### config.mk
export PLATFORM = sky130hd
export DESIGN_NAME = uart_rx_edge_sampler
export DESIGN_NICKNAME = d
export VERILOG_FILES = /design/src/rtl/uart_rx_edge_sampler.sv
export SDC_FILE = /design/constraint.sdc
export NUM_CORES = 1
export LEC_CHECK = 0
export BUFFER_PORTS_ARGS = -buffer_cell sky130_fd_sc_hd__buf_2
export CORE_ASPECT_RATIO = 1.2
export CORE_UTILIZATION = 55
export DETAILED_ROUTE_END_ITERATION = 8
export PLACE_DENSITY = 0.77
export SYNTH_ARGS = -nofsm -noshare
export SYNTH_HDL_FRONTEND = slang
export SYNTH_SLANG_ARGS = --single-unit
### constraint.sdc
create_clock -name CLK -period 5.8 [get_ports CLK]
set_clock_uncertainty 0.2 [all_clocks]
set_input_delay 1.16 -clock CLK [delete_from_list [all_inputs] [get_ports CLK]]
set_output_delay 1.16 -clock CLK [all_outputs]
set_load 0.005 [all_outputs]
### src/rtl/uart_rx_edge_sampler.sv
// Oversampling front end of the UART receiver: edge/bit counters and a
// three-tap mid-bit majority vote feeding the RX control FSM.
module uart_rx_edge_sampler #(
  parameter int PRESCALE_W = 6,
  parameter int BIT_CNT_W  = 4
) (
  input  logic                  CLK,
  input  logic                  RST,
  input  logic                  RX_IN,
  input  logic [PRESCALE_W-1:0] Prescale,
  input  logic                  edge_bit_en,
  input  logic                  dat_sam_en,
  output logic [PRESCALE_W-1:0] edge_count,
  output logic [BIT_CNT_W-1:0]  bit_count,
  output logic                  sampled_bit,
  output logic                  sampling_done
);

  localparam logic [PRESCALE_W-1:0] P_DEFAULT = PRESCALE_W'(8);
  localparam logic [PRESCALE_W-1:0] P_MIN     = PRESCALE_W'(6);
  localparam logic [PRESCALE_W-1:0] P_MAX     = PRESCALE_W'(32);

  logic [PRESCALE_W-1:0] p_lat_reg;
  logic                  s0_reg;
  logic                  s1_reg;
  logic                  s0_vld_reg;
  logic                  s1_vld_reg;

  logic [PRESCALE_W-1:0] p_next;
  logic [PRESCALE_W-1:0] p_last;
  logic [PRESCALE_W-1:0] half;
  logic [PRESCALE_W-1:0] tap0_idx;
  logic [PRESCALE_W-1:0] vote_idx;
  logic                  maj_next;
  logic                  sam_active;

  always_comb begin
    p_next     = ((Prescale < P_MIN) || (Prescale > P_MAX)) ? P_DEFAULT : Prescale;
    p_last     = p_lat_reg - PRESCALE_W'(1);
    half       = p_lat_reg >> 1;
    tap0_idx   = half - PRESCALE_W'(1);
    vote_idx   = half + PRESCALE_W'(1);
    maj_next   = (s0_reg & s1_reg) | (s0_reg & RX_IN) | (s1_reg & RX_IN);
    sam_active = edge_bit_en & dat_sam_en;
  end

  always_ff @(posedge CLK) begin
    if (RST) begin
      p_lat_reg     <= P_DEFAULT;
      edge_count    <= '0;
      bit_count     <= '0;
      sampled_bit   <= 1'b1;
      sampling_done <= 1'b0;
      s0_reg        <= 1'b0;
      s1_reg        <= 1'b0;
      s0_vld_reg    <= 1'b0;
      s1_vld_reg    <= 1'b0;
    end else begin
      // The ratio only changes between frames, so a bit period never stretches mid-frame.
      if (!edge_bit_en) begin
        p_lat_reg  <= p_next;
        edge_count <= '0;
        bit_count  <= '0;
      end else if (edge_count == p_last) begin
        edge_count <= '0;
        if (bit_count != '1) begin
          bit_count <= bit_count + BIT_CNT_W'(1);
        end
      end else begin
        edge_count <= edge_count + PRESCALE_W'(1);
      end

      sampling_done <= 1'b0;
      if (sam_active) begin
        if (edge_count == tap0_idx) begin
          s0_reg     <= RX_IN;
          s0_vld_reg <= 1'b1;
        end
        if (edge_count == half) begin
          s1_reg     <= RX_IN;
          s1_vld_reg <= s0_vld_reg;
        end
        // A vote only counts when both earlier taps were taken in this bit.
        if (edge_count == vote_idx) begin
          if (s1_vld_reg) begin
            sampled_bit   <= maj_next;
            sampling_done <= 1'b1;
          end
          s0_vld_reg <= 1'b0;
          s1_vld_reg <= 1'b0;
        end
      end else begin
        s0_reg     <= 1'b0;
        s1_reg     <= 1'b0;
        s0_vld_reg <= 1'b0;
        s1_vld_reg <= 1'b0;
      end
    end
  end

endmodule

==> results.py <==
metrics = {
    "yosys": {
        "synth_commonest_cells": "22 x dfxtp_1, 16 x nor2_1, 12 x nand3_1",
        "synth_top_area_frac": 0.289,
        "synth.mux.area_fraction": 0.0329,
        "seq_area_frac_synth": 0.289,
        "ys_ff_latch": 22,
        "yosysWarnings": 0,
        "ys_types": 48,
        "yosys.area.top_type": "dfxtp_1",
        "synth_ff_type": "dfxtp_1",
        "synth_nets": 190,
        "synthArstFlopShare": 0,
        "synth_edf_count": 0,
        "synth-simple-area-share": 0.266,
        "synth-xor-area-share": 0.113,
        "synth_compound_area_frac": 0.180,
        "synth_area_um2": 1520,
        "synth_cells": 173,
        "synth_most_common_cell": "dfxtp_1",
        "synthAdderAreaFrac": 0.0559,
        "synth_top_family_by_area": "simple AND/OR/NAND/NOR gates",
        "synth_area_leaders": "dfxtp_1 29%, xnor2_1 5.2%, ha_1 4.9%, xor2_1 4.0%, nand3_1 3.9%",
        "syn_area_per_cell_um2": 8.79,
    },
    "grt": {
        "grt_use_total": 0.241,
        "antenna_found_initial": 0,
        "grt_overflow": 0,
        "grt_first_pass_wirelength_um": 5420,
        "grt_pass1_vias": 1227,
        "grt_max_degree": 14,
    },
    "sta": {
        "maxSlewViolCount": 0,
        "post-route-period-util": 0.448,
        "rsz0062_at_grt": "false",
        "finalSetupViolations": 0,
        "setup-tns-final_ns": 0,
        "fmax_ghz": 0.385,
        "maxSlewHeadroom": 0.486,
        "layout_min_cycle_time_ns": 2.60,
        "tightestPinTransition_ns": 0.769,
        "finalHoldViolCount": 0,
    },
    "layout": {
        "seq_area_um2": 440,
        "instances_no_fill": 222,
        "fillCellCount": 235,
        "syn2layout_area_growth_pct": 7.65,
        "nNetsFinal": 207,
        "diodes": 0,
        "drive_above_1_share": 0.201,
        "multi_input_area_um2": 987,
    },
    "detailed_routing": {
        "wl_per_cell_um": 14.2,
        "drtIter0Drc": 43,
        "drc": 0,
        "routed_wl_um": 3160,
        "first_pass_iters": 4,
        "vias_per_cell": 5.79,
        "final_antenna_net_count": 0,
        "via_count": 1286,
    },
    "pwr": {
        "vdd_drop_max_mv": 0.121,
        "p_leak_nw": 0.693,
        "powerDensity_nw_per_um2": 174,
    },
    "clock_network": {
        "postCtsSetupBuffers": 0,
        "cts_tree": "done",
        "htree_levels": 1,
        "clockBufferDepth": 2,
        "root_buffer": "clkbuf_4",
        "clk_latency_ns": 0.31,
        "cts_resized": 0,
        "cts_hold_buf": 0,
        "path_clk_slew_ns": 0.12,
        "numCtsBuffers": 3,
        "clock_sinks": 22,
    },
    "floorplanning": {
        "rows": 20,
        "floorplan.initialDensity": 0.590,
        "die_y_um": 59.6,
        "core_area_um2": 2580,
        "io_pins": 23,
        "die_w_um": 50.0,
        "die_area_um2": 2980,
    },
    "worst_setup_path": {
        "end_kind": "register",
        "worstSetupStartpointType": "register",
        "worstPathRequired_ns": 5.79,
        "rr_endpoint": "bit_count[2]$_SDFFE_PP0P_",
        "worst-endpoint-arrival_ns": 2.59,
        "crit_path_end": "bit_count[2]$_SDFFE_PP0P_",
        "r2r-start": "p_lat_reg[1]$_SDFFE_PP0N_",
        "cp_max_fo": 10,
        "crit_path_start": "p_lat_reg[1]$_SDFFE_PP0N_",
        "r2r_setup_slack_ns": 3.20,
        "path_class": "register to register",
        "reg2reg_depth": 7,
    },
    "status": {
        "outcome": "complete, no violations",
    },
    "flow_run": {
        "maxCapViolations": 0,
    },
    "place": {
        "io_buffer_count": 22,
        "dp_hpwl_um": 2500,
        "dp_cells": 218,
        "gp_congestion": 0.844,
    },
    "min_path": {
        "worstHoldPathType": "register to register",
    },
}
[layout by cell type (no fill, tap or decap), types with 2 or more instances in the layout]
cell      Yosys  layout
dfxtp_1      22      22
buf_2         3      22
nor2_1       16      16
nand3_1      12      12
nand2_1      10      10
xnor2_1       9       9
a21oi_1       8       8
nor3_1        8       8
xor2_1        7       7
inv_1         6       6
ha_1          6       6
nor2b_1       5       5
mux2i_1       5       5
nand2b_1      4       4
a211oi_1      3       3
a22o_1        3       3
and3_1        3       3
nor4_1        3       3
clkbuf_4      0       3
o21a_1        2       2
a41oi_1       2       2
nand3b_1      2       2
nor3b_1       2       2
o211ai_1      2       2
[cell type report]
type / count / share of cell area
timing repair buffer: 22 / 0.0672
tap: 33 / 0.0252
sequential: 22 / 0.269
inverter: 6 / 0.0138
multi-input combinational: 135 / 0.603
clock buffer: 4 / 0.0222
[per-layer routing]
metal,GRT usage,vias to the layer above,wire length [um],share of wire
li1,-,652,-,-
met3,0.0308,6,115,0.036
met4,0.0980,0,46,0.015
met2,0.410,24,1530,0.48
met1,0.306,604,1470,0.47
met5,0,-,0,0
[how the worst min path moves through the flow]
stage / startpoint / to / cells after the start
floorplan: s0_vld_reg$_SDFFE_PP0N_ / s0_vld_reg$_SDFFE_PP0N_ / 1
global placement: s0_vld_reg$_SDFFE_PP0N_ / s0_vld_reg$_SDFFE_PP0N_ / 1
detailed placement: s0_vld_reg$_SDFFE_PP0N_ / s0_vld_reg$_SDFFE_PP0N_ / 1
CTS: s0_vld_reg$_SDFFE_PP0N_ / s0_vld_reg$_SDFFE_PP0N_ / 1
global route: s0_vld_reg$_SDFFE_PP0N_ / s0_vld_reg$_SDFFE_PP0N_ / 1
finish: s0_vld_reg$_SDFFE_PP0N_ / s0_vld_reg$_SDFFE_PP0N_ / 1
[critical path: stages (launching register included)]
cell	delay, ns
dfxtp_1	0.55
inv_1	0.20
ha_1	0.24
and2_4	0.16
o21a_1	0.18
o31ai_2	0.34
and3_1	0.46
a311oi_2	0.15
[cells by family after synthesis]
kind of cell               after synthesis
and+or+nand+nor                         73
AOI/OAI and AO/OA                       32
DFF                                     22
xor gates and xnor gates                18
buffers and inverters                   16
adders and majority gates                7
muxes                                    5
[report_power, final]
part | switching, mW | internal [mW] | total (mW)
sequential | 0.00633 | 0.153 | 0.160
clock | 0.0461 | 0.0383 | 0.0844
combinational | 0.0225 | 0.0180 | 0.0406
[through the flow]
step | hold WS (ns) | util | power (mW) | setup slack [ns] | instance area [um^2]
after floorplan | 0.240 | - | 0.192 | 3.27 | 1520
after global placement | 0.247 | 0.621 | 0.202 | 3.08 | 1600
after detailed placement | 0.264 | 0.621 | 0.203 | 3.02 | 1600
after CTS | 0.292 | 0.635 | 0.287 | 3.21 | 1640
after global routing | 0.330 | 0.635 | 0.297 | 2.98 | 1640
final | 0.296 | 0.635 | 0.285 | 3.20 | 1640
Note: power is estimated with default switching activity, not from simulation.
